--- config.mk ---
export PLATFORM = sky130hd
export DESIGN_NAME = spi_responder
export DESIGN_NICKNAME = d
export VERILOG_FILES = /design/src/rtl/spi_responder.sv
export SDC_FILE = /design/constraint.sdc
export NUM_CORES = 1
export LEC_CHECK = 0
export BUFFER_PORTS_ARGS = -buffer_cell sky130_fd_sc_hd__buf_2
export CORE_UTILIZATION = 45
export DETAILED_ROUTE_END_ITERATION = 10
export PLACE_DENSITY = 0.66
export SETUP_SLACK_MARGIN = 0.4
export SYNTH_ARGS = -nofsm -noshare
export SYNTH_HDL_FRONTEND = slang
export SYNTH_SLANG_ARGS = --single-unit
--- constraint.sdc ---
create_clock -name clk -period 3 [get_ports clk]
set_input_delay 0.45 -clock clk [delete_from_list [all_inputs] [get_ports clk]]
set_output_delay 0.45 -clock clk [all_outputs]
set_load 0.05 [all_outputs]
--- src/rtl/spi_responder.sv ---
// SPI register-access responder: address then data word in, old register value out LSB first, commit on cs_n rise.
// Defining SPI_RESPONDER_STATUS_REG_EN maps a read-only write-count/error status register at address NUM_REGS.
module spi_responder #(
  parameter int REG_WIDTH = 8,
  parameter int MSG_LEN   = 2,
  parameter int NUM_REGS  = 16
) (
  input  logic                                     clk,
  input  logic                                     rst,
  input  logic                                     spi_clk,
  input  logic                                     spi_cs_n,
  input  logic                                     spi_mosi,
  output logic                                     spi_miso,
  output logic [NUM_REGS*REG_WIDTH*(MSG_LEN-1)-1:0] reg_file,
  output logic                                     wr_strobe,
  output logic [REG_WIDTH-1:0]                     wr_addr,
  output logic                                     frame_error
);
  localparam int DATA_W = REG_WIDTH * (MSG_LEN - 1);
  localparam int CNT_W  = $clog2((DATA_W > REG_WIDTH) ? DATA_W : REG_WIDTH);
  localparam int IDX_W  = (NUM_REGS > 1) ? $clog2(NUM_REGS) : 1;
  localparam logic [REG_WIDTH:0] NREGS     = (REG_WIDTH+1)'(NUM_REGS);
  localparam logic [CNT_W-1:0]   ADDR_LAST = CNT_W'(REG_WIDTH - 1);
  localparam logic [CNT_W-1:0]   DATA_LAST = CNT_W'(DATA_W - 1);

  typedef enum logic [1:0] {S_IDLE, S_ADDR, S_DATA, S_DONE} state_t;

  // Pin synchronisers; cs_n resets high so a fresh reset never looks like a frame start.
  logic [2:0] sclk_q;
  logic [1:0] cs_q;
  logic [1:0] mosi_q;
  logic       sclk_rise, sclk_fall, cs_s, mosi_s;

  always_ff @(posedge clk) begin
    if (rst) begin
      sclk_q <= '0;
      cs_q   <= '1;
      mosi_q <= '0;
    end else begin
      sclk_q <= {sclk_q[1:0], spi_clk};
      cs_q   <= {cs_q[0], spi_cs_n};
      mosi_q <= {mosi_q[0], spi_mosi};
    end
  end

  assign sclk_rise = sclk_q[1] & ~sclk_q[2];
  assign sclk_fall = ~sclk_q[1] & sclk_q[2];
  assign cs_s      = cs_q[1];
  assign mosi_s    = mosi_q[1];

  state_t                 state_q, state_d;
  logic [CNT_W-1:0]       cnt_q, cnt_d;
  logic [REG_WIDTH-1:0]   ash_q, ash_d;
  logic [REG_WIDTH-1:0]   addr_q, addr_d;
  logic [DATA_W-1:0]      dsh_q, dsh_d;
  logic [DATA_W-1:0]      rd_q, rd_d;
  logic                   miso_q, miso_d;
  logic                   adv_q, adv_d;
  logic                   stb_q, stb_d;
  logic [REG_WIDTH-1:0]   waddr_q, waddr_d;
  logic                   err_q, err_d;
  logic                   reg_we;
  logic [DATA_W-1:0]      regs_q [NUM_REGS];
  logic [REG_WIDTH-1:0]   addr_nxt;
  logic [DATA_W-1:0]      rd_val;
`ifdef SPI_RESPONDER_STATUS_REG_EN
  logic [DATA_W-2:0]      wcnt_q, wcnt_d;
`endif

  assign addr_nxt = {ash_q[REG_WIDTH-2:0], mosi_s};

  always_comb begin
    rd_val = '0;
    if ({1'b0, addr_nxt} < NREGS) begin
      rd_val = regs_q[addr_nxt[IDX_W-1:0]];
    end
`ifdef SPI_RESPONDER_STATUS_REG_EN
    else if ({1'b0, addr_nxt} == NREGS) begin
      rd_val = {wcnt_q, err_q};
    end
`endif
  end

  always_comb begin
    state_d = state_q;
    cnt_d   = cnt_q;
    ash_d   = ash_q;
    addr_d  = addr_q;
    dsh_d   = dsh_q;
    rd_d    = rd_q;
    miso_d  = miso_q;
    adv_d   = adv_q;
    stb_d   = 1'b0;
    waddr_d = waddr_q;
    err_d   = err_q;
    reg_we  = 1'b0;
    unique case (state_q)
      S_IDLE: begin
        miso_d = 1'b0;
        cnt_d  = '0;
        adv_d  = 1'b0;
        if (!cs_s) state_d = S_ADDR;
      end
      S_ADDR: begin
        if (cs_s) begin
          err_d   = 1'b1;
          miso_d  = 1'b0;
          state_d = S_IDLE;
        end else if (sclk_rise) begin
          ash_d = addr_nxt;
          if (cnt_q == ADDR_LAST) begin
            addr_d  = addr_nxt;
            rd_d    = rd_val;
            miso_d  = rd_val[0];
            cnt_d   = '0;
            state_d = S_DATA;
          end else begin
            cnt_d = cnt_q + CNT_W'(1);
          end
        end
      end
      S_DATA: begin
        if (cs_s) begin
          err_d   = 1'b1;
          miso_d  = 1'b0;
          state_d = S_IDLE;
        end else if (sclk_rise) begin
          dsh_d = {dsh_q[DATA_W-2:0], mosi_s};
          adv_d = 1'b1;
          if (cnt_q == DATA_LAST) begin
            miso_d  = 1'b0;
            adv_d   = 1'b0;
            state_d = S_DONE;
          end else begin
            cnt_d = cnt_q + CNT_W'(1);
          end
        end else if (sclk_fall && adv_q) begin
          // Initiator samples on rise, so the next read bit appears only after the fall.
          rd_d   = rd_q >> 1;
          miso_d = rd_q[1];
          adv_d  = 1'b0;
        end
      end
      S_DONE: begin
        miso_d = 1'b0;
        if (cs_s) begin
          state_d = S_IDLE;
          if ({1'b0, addr_q} < NREGS) begin
            reg_we  = 1'b1;
            stb_d   = 1'b1;
            waddr_d = addr_q;
          end
`ifdef SPI_RESPONDER_STATUS_REG_EN
          else if ({1'b0, addr_q} == NREGS) begin
          end
`endif
          else begin
            err_d = 1'b1;
          end
        end
      end
      default: state_d = S_IDLE;
    endcase
  end

`ifdef SPI_RESPONDER_STATUS_REG_EN
  always_comb begin
    wcnt_d = wcnt_q;
    if (reg_we) wcnt_d = wcnt_q + (DATA_W-1)'(1);
  end

  always_ff @(posedge clk) begin
    if (rst) wcnt_q <= '0;
    else     wcnt_q <= wcnt_d;
  end
`endif

  always_ff @(posedge clk) begin
    if (rst) begin
      state_q <= S_IDLE;
      cnt_q   <= '0;
      ash_q   <= '0;
      addr_q  <= '0;
      dsh_q   <= '0;
      rd_q    <= '0;
      miso_q  <= 1'b0;
      adv_q   <= 1'b0;
      stb_q   <= 1'b0;
      waddr_q <= '0;
      err_q   <= 1'b0;
    end else begin
      state_q <= state_d;
      cnt_q   <= cnt_d;
      ash_q   <= ash_d;
      addr_q  <= addr_d;
      dsh_q   <= dsh_d;
      rd_q    <= rd_d;
      miso_q  <= miso_d;
      adv_q   <= adv_d;
      stb_q   <= stb_d;
      waddr_q <= waddr_d;
      err_q   <= err_d;
    end
  end

  always_ff @(posedge clk) begin
    if (rst) begin
      for (int i = 0; i < NUM_REGS; i++) regs_q[i] <= '0;
    end else if (reg_we) begin
      regs_q[addr_q[IDX_W-1:0]] <= dsh_q;
    end
  end

  for (genvar g = 0; g < NUM_REGS; g++) begin : g_flat
    assign reg_file[g*DATA_W +: DATA_W] = regs_q[g];
  end

  assign spi_miso    = miso_q;
  assign wr_strobe   = stb_q;
  assign wr_addr     = waddr_q;
  assign frame_error = err_q;
endmodule
==> results of run 1 <==
[metrics by stage]
step	hold WS [ns]	util [%]	worst slack, ns	power, mW
floorplan	0.3832	-	0.8466	3.207
global placement	0.4404	51.87	0.5940	3.327
detailed placement	0.4348	51.87	0.4744	3.333
CTS	0.2001	55.18	0.4022	5.479
global route	0.2214	55.36	0.3167	5.611
finish	0.2045	55.36	0.5303	5.472
[state kept, by name (all words and copies together), names as in the netlist, 2 cells and up]
name / cells
regs_q: 128
addr_q: 8
dsh_q: 8
wr_addr: 8
ash_q: 7
rd_q: 7
cnt_q: 3
sclk_q: 3
cs_q: 2
mosi_q: 2
state_q: 2
[worst reg2reg max path, delay by kind of cell (launching register included)]
family        cells  cell delay (ns)
simple gates      5             1.80
flops             1             0.34
[layout make-up]
type	count	area [um2]	area share, %
flip-flops and latches	182	4927	50.93
multi-input cells	393	3057	31.60
repair buffers	153	803.3	8.303
clock buffers	19	432.9	4.475
well taps	225	281.5	2.910
clock inverters	13	146.4	1.513
inverters	7	26.28	0.2716
[worst max-delay path by stage]
stage                                to  slack [ns]  cells past startpoint
final                      regs_q[2][5]        0.53                      5
after global routing       regs_q[4][6]        0.32                      5
after CTS                 regs_q[15][1]        0.40                      5
after detailed placement  regs_q[15][0]        0.47                      5
after global placement    regs_q[14][3]        0.59                      5
after floorplan            regs_q[8][0]        0.85                      5
[kinds of logic (layout without fill, tap and decap cells)]
| family | Yosys count | in the layout |
|---|---|---|
| AND/OR/NAND/NOR | 268 | 268 |
| flip-flops | 182 | 182 |
| AO/OA/AOI/OAI | 61 | 61 |
| multiplexers | 56 | 56 |
| buffers and inverters | 43 | 192 |
| adder cells (fa/ha/maj) | 7 | 7 |
| XOR/XNOR | 1 | 1 |
[power by group]
group / internal [mW] / total, mW / leakage, nW / switching [mW]
registers: 2.75 / 2.81 / 1.76 / 0.0595
logic: 0.118 / 0.472 / 1.68 / 0.354
clock network: 1.24 / 2.19 / 0.276 / 0.954
[per-layer routing]
layer	part of all wire (%)	global-route usage (%)
met1	43	34.02
met2	47	39.14
met3	8.2	5.891
met4	1.5	7.037
met5	0	0
[cell usage in the layout, fill, tap and decap left out, types with 2 or more instances in the layout]
cell	instances
dfxtp_2	2
clkbuf_16	17
a22o_1	2
clkinvlp_4	2
nor2_4	4
inv_6	3
clkbuf_1	2
o21ai_1	8
nand2_1	31
bufinv_16	2
inv_1	7
nor3_2	2
o21ai_0	2
nor3_4	2
or2_1	19
buf_2	143
mux4_2	31
and2_1	139
nor2_1	36
clkinv_4	3
a311oi_1	2
clkinv_1	2
mux2i_1	25
nor2b_1	7
a21o_1	6
buf_4	9
o32ai_1	2
edfxtp_1	128
nor2_2	4
nor3_1	4
a21oi_1	19
ha_1	7
nand3b_1	3
a22oi_1	13
nand2b_1	6
dfxtp_1	52
[what timing repair did]
item,4_1_cts,5_1_grt
hold buffers,0,0
buffers inserted,0,1
gates resized for setup,0,7
endpoints found under the setup margin,0,64
==> summary.txt, run 1 <==
Placement
  – Port Buffers: 143
  – Gpl congestion: 0.8701
  – Placed Area: 0.009065 mm2
  – Post-detail-place hpwl: 15610 um
  – Cells after DPL: 959

Timing
  – Fin crit share: 82.32%
  – Slew @ Worst Pin: 0.9772 ns
  – Final setup viols: 0
  – RSZ-0062 raised after global routing: yes
  – Max-slew violation count: 0
  – Final Hold Fails: 0
  – Fmax: 404.9 MHz
  – Min cycle time layout: 2.470 ns
  – Clk_skew: 0.009103 ns
  – Relative slew slack: 34.77%
  – Setup tns final: 0 ns

Drt
  – Final WL: 21800 um
  – Vias: 5520
  – Initial DRT Pass Iterations: 5
  – Routed wire per std cell: 21.98 um
  – Antenna Violating Nets Remaining: 0
  – Vias/cell: 5.565
  – Detailed Route Iter0 Violations: 404
  – # DRC: 0

Worst setup path
  – CP Launch Type: flop
  – WP data arrival: 2.57 ns
  – Crit path max-delay family: simple AND/OR/NAND/NOR gates
  – R2r setup slk: 0.53 ns
  – Crit-path cells: nor4_4, and3_1, nand3b_1, nor2_1, or2_1
  – Slowest cell delay on critical path: 0.40 ns
  – FF-to-FF End: regs_q[2][5]
  – Critical Path RT: 3.10 ns
  – Setup crit end kind: flop
  – Worst-case reg-to-reg path depth: 5
  – Worst R2R Start: addr_q[7]
  – Critical path startpoint: addr_q[7]
  – WP buf/inv: 0
  – Worst Setup Path Type: flop to flop
  – Critical path's slowest cell: and3_1
  – Crit-path max FO: 9

Hold path
  – Min-delay src: spi_cs_n
  – HP Class: input port to flop
  – Min-Delay Endpoint: cs_q[0]
  – Hold path depth: 2

Layout
  – Fin nets: 766
  – Finished Cell Area: 0.009674 mm2
  – Fin cells: 992
  – Area Overhead vs Synth: 18.94%
  – Fillers: 1418
  – Share of layout cells above drive strength 1: 29.99%
  – N_diodes: 0

Global routing
  – Total GRT Usage: 24.79%
  – Global-route wire length before repair: 32750 um
  – Initial antenna violation count: 0
  – Vias in the first global route: 5412
  – Total global routing overflow: 0
  – Largest net degree at the start of global routing: 37

Logic synthesis
  – Mapped Avg Cell Area: 13.16 um2
  – Post-synth top cells: and2_1, edfxtp_1, dfxtp_1
  – Area of the mapped netlist: 0.008134 mm2
  – Top cell type by total area after synthesis: edfxtp_1
  – Synth Net Count: 630
  – Post-synthesis compound-gate area fraction: 5.138%
  – Ys flop type: edfxtp_1
  – Yosys cell types: 48
  – EDFF count, synth: 128
  – Share of the synthesized area in the top cell type: 47.25%
  – Mux cell area share after synthesis: 11.66%
  – Asr flop ratio synth: 0%
  – Top-count cell post-synth: and2_1
  – Register area share after synthesis: 60.54%
  – Synth Warn #: 0
  – Synth Area in XOR/XNOR: 0.1077%
  – Top cells by area, synth: edfxtp_1, dfxtp_1, and2_1
  – Number of synthesized register bits: 182
  – Cells after Synth: 618
  – Main combinational cell family by area after synthesis: simple AND/OR/NAND/NOR gates
  – Post-Synth Adder-Cell Area: 1.077%
  – Simple-gate share of the synthesized area: 19.34%

Power
  – Max IR drop VDD: 0.4228 mV
  – Leak: 3.712 nW
  – P per Cell Area: 565.6 mW/mm2

Clocking
  – Clock slew at reported path FFs: 0.07 ns
  – Clock Tree Buf Depth: 2
  – CTS tree: built
  – CTS buffer count: 17
  – Clock Sinks: 182
  – Clock root buffer: clkbuf_16
  – Clk Latency, worst-skew pair: 0.43 ns
  – H-tree depth: 4

Floorplanning
  – Row count: 48
  – Io pins: 144
  – Initial Utilization: 46.54%
  – Die ar.: 0.01862 mm2
  – Die height: 136.4 um
  – Die width: 136.4 um
  – Core area: 0.01748 mm2

Status
  – Status: finished, final reports clean

Job
  – Max_cap viols: 0
Power figures use the tool's default switching activity.
==> run 2, diff against run 1 <==
==> constraint.sdc (replaced) <==
create_clock -name clk -period 2.6 [get_ports clk]
set_input_delay 0.39 -clock clk [delete_from_list [all_inputs] [get_ports clk]]
set_output_delay 0.39 -clock clk [all_outputs]
set_load 0.05 [all_outputs]
==> run 2 against run 1 <==
  * Clock skew shrank 0.00052 ns
  * Non-clock buffer count grew 21
  * Largest cell class unchanged
  * Global-route usage shrank 0.29 points
  * Worst setup slack lost 0.036 ns
  * Sequential cell count is the same
  * Core utilization grew 1.5 points
==> summary.txt, run 2 (synthesized netlist as in run 1, its figures left out) <==
Status
  – Status: finished, final reports clean (unchanged)

Placement
  – Port Buffers: 143 (unchanged)
  – Post-detail-place hpwl: 15500 um (was 15610 um)
  – Cells after DPL: 974 (was 959)
  – Gpl congestion: 0.8259 (was 0.8701)

Power
  – Sw Pwr: 1.564 mW (was 1.367 mW)
  – Cell Int Power: 5.019 mW (was 4.105 mW)
  – Clock power share: 42.2% (was 40.1%)
  – Overall power: 6.583 mW (was 5.472 mW)
  – Sw frac: 23.75% (was 24.99%)
  – Max IR drop VDD: 0.5128 mV (was 0.4228 mV)
  – P per Cell Area: 662.5 mW/mm2 (was 565.6 mW/mm2)
  – Combinational power share: 8.7% (was 8.6%)
  – Seq pwr share: 49.1% (was 51.3%)
  – Leak: 3.855 nW (was 3.712 nW)

Worst setup path
  – Crit path max-delay family: simple AND/OR/NAND/NOR gates (unchanged)
  – Worst Setup Path Type: flop to flop (unchanged)
  – Critical Path RT: 2.73 ns (was 3.10 ns)
  – WP buf/inv: 0 (unchanged)
  – WP data arrival: 2.23 ns (was 2.57 ns)
  – Crit-path cells: nor4_4, and3_1, nand4b_1, nor2_1, or2_4 (was nor4_4, and3_1, nand3b_1, nor2_1, or2_1)
  – Critical path's slowest cell: dfxtp_1 (was and3_1)
  – Setup crit end kind: flop (unchanged)
  – CP Launch Type: flop (unchanged)
  – Crit-path max FO: 8 (was 9)
  – Slowest cell delay on critical path: 0.34 ns (was 0.40 ns)

Clocking
  – Clk Latency, worst-skew pair: 0.43 ns (about the same)
  – Clock root buffer: clkbuf_16 (unchanged)
  – CTS buffer count: 17 (unchanged)
  – Clock Sinks: 182 (unchanged)
  – Clock Tree Buf Depth: 2 (unchanged)
  – H-tree depth: 4 (unchanged)
  – Clock slew at reported path FFs: 0.06 ns (was 0.07 ns)
  – CTS tree: built (unchanged)

Drt
  – Antenna Violating Nets Remaining: 0 (unchanged)
  – Vias/cell: 5.568 (was 5.565)
  – Final WL: 21780 um (was 21800 um)
  – Detailed Route Iter0 Violations: 473 (was 404)
  – Vias: 5635 (was 5520)
  – Initial DRT Pass Iterations: 5 (unchanged)
  – # DRC: 0 (unchanged)
  – Routed wire per std cell: 21.52 um (was 21.98 um)

Floorplanning
  – Core area: 0.01748 mm2 (unchanged)
  – Initial Utilization: 46.54% (unchanged)
  – Die ar.: 0.01862 mm2 (unchanged)
  – Die width: 136.4 um (unchanged)
  – Io pins: 144 (unchanged)
  – Row count: 48 (unchanged)
  – Die height: 136.4 um (unchanged)

Global routing
  – Largest net degree at the start of global routing: 50 (was 37)
  – Total global routing overflow: 0 (unchanged)
  – Total GRT Usage: 24.49% (was 24.79%)
  – Initial antenna violation count: 0 (unchanged)
  – Vias in the first global route: 5647 (was 5412)
  – Global-route wire length before repair: 32820 um (was 32750 um)

Layout
  – FF/Latch Area: 0.004928 mm2 (was 0.004927 mm2)
  – Share of layout cells above drive strength 1: 33.55% (was 29.99%)
  – Area Overhead vs Synth: 22.15% (was 18.94%)
  – Fin cells: 1012 (was 992)
  – Commonest non-fill, non-tap cells in the layout: buf_2, and2_1, edfxtp_1 (unchanged)
  – Fin nets: 787 (was 766)
  – Most common cell after layout, fill and taps aside: buf_2 (unchanged)
  – Fillers: 1434 (was 1418)
  – Max reg flops: 128 (unchanged)
  – Largest Register: regs_q (unchanged)
  – Multi-input logic area: 0.003090 mm2 (was 0.003057 mm2)
  – N_diodes: 0 (unchanged)

Timing
  – Fmax: 474.9 MHz (was 404.9 MHz)
  – Fin crit share: 80.99% (was 82.32%)
  – RSZ-0062 raised after global routing: yes (unchanged)
  – Max-slew violation count: 0 (unchanged)
  – Final setup viols: 0 (unchanged)
  – Relative slew slack: 40.09% (was 34.77%)
  – Slew @ Worst Pin: 0.8974 ns (was 0.9772 ns)
  – Final Hold Fails: 0 (unchanged)
  – Setup tns final: 0 ns (unchanged)
  – Clk_skew: 0.008584 ns (was 0.009103 ns)
  – Min cycle time layout: 2.106 ns (was 2.470 ns)

Job
  – Max_cap viols: 0 (unchanged)

Hold path
  – HP Class: input port to flop (unchanged)
run 2: changes by cell type in the layout (fill, tap and decap cells not counted), sizes merged:
cell | before | now
buf | 153 | 174
inv | 11 | 7
bufinv | 2 | 5
clkinvlp | 2 | 4
clkbuf | 19 | 18
clkinv | 5 | 4
run 2: routing by layer:
metal  vias up  wire, um  track usage, %
met5         -         0               0
met1      2803      9271           32.53
met2       277     10430           40.33
met4         0       531           9.198
li1       2524         -               -
met3        31      1547           3.952
run 2: power groups by stage:
stage	sequential, mW	clock (mW)	combinational [mW]
after global placement	3.29	0	0.550
after detailed placement	3.29	0	0.557
final	3.23	2.78	0.573
after global routing	3.24	2.91	0.604
after floorplan	3.53	0	0.171
after CTS	3.23	2.79	0.566
run 2: timing repair:
| action | in CTS | in global routing |
|---|---|---|
| gates resized for setup | 10 | 9 |
| hold buffers | 0 | 0 |
| pin swaps | 5 | 4 |
| endpoints found under the setup margin | 78 | 101 |
| buffers inserted | 4 | 3 |
run 2: final timing paths:
kind	slack, ns	cells past startpoint	from	to
setup / recovery	0.49	5	addr_q[6]	regs_q[14][1]
hold / removal	0.16	2	spi_cs_n	cs_q[0]
setup reg to reg	0.49	5	addr_q[6]	regs_q[14][1]
hold reg to reg	0.41	1	cs_q[0]	cs_q[1]
run 2: worst register-to-register path, stage by stage, from the launching register on:
cell and delay (ns):
dfxtp_1 0.34, nor4_4 0.33, and3_1 0.32, nand4b_1 0.31
nor2_1 0.27, or2_4 0.24
run 2: cell type report:
class                      instances  area share (%)
clock buffer                      18           4.319
timing repair buffer             174           9.797
multi-input combinational        393           31.10
tap                              225           2.833
sequential                       182           49.60
clock inverter                    13           2.078
inverter                           7          0.2645
run 2: per-stage QoR:
| step | utilization, % | setup slack [ns] | hold WS (ns) | instance area, um2 |
|---|---|---|---|---|
| 6_report | 56.85 | 0.4942 | 0.1637 | 9936 |
| 5_1_grt | 56.85 | 0.3508 | 0.1534 | 9936 |
| 4_1_cts | 56.56 | 0.3748 | 0.1486 | 9884 |
| 3_5_place_dp | 52.58 | 0.2241 | 0.3923 | 9190 |
| 3_3_place_gp | 52.58 | 0.3055 | 0.3923 | 9190 |
| 2_1_floorplan | - | 0.4466 | 0.3832 | 8134 |
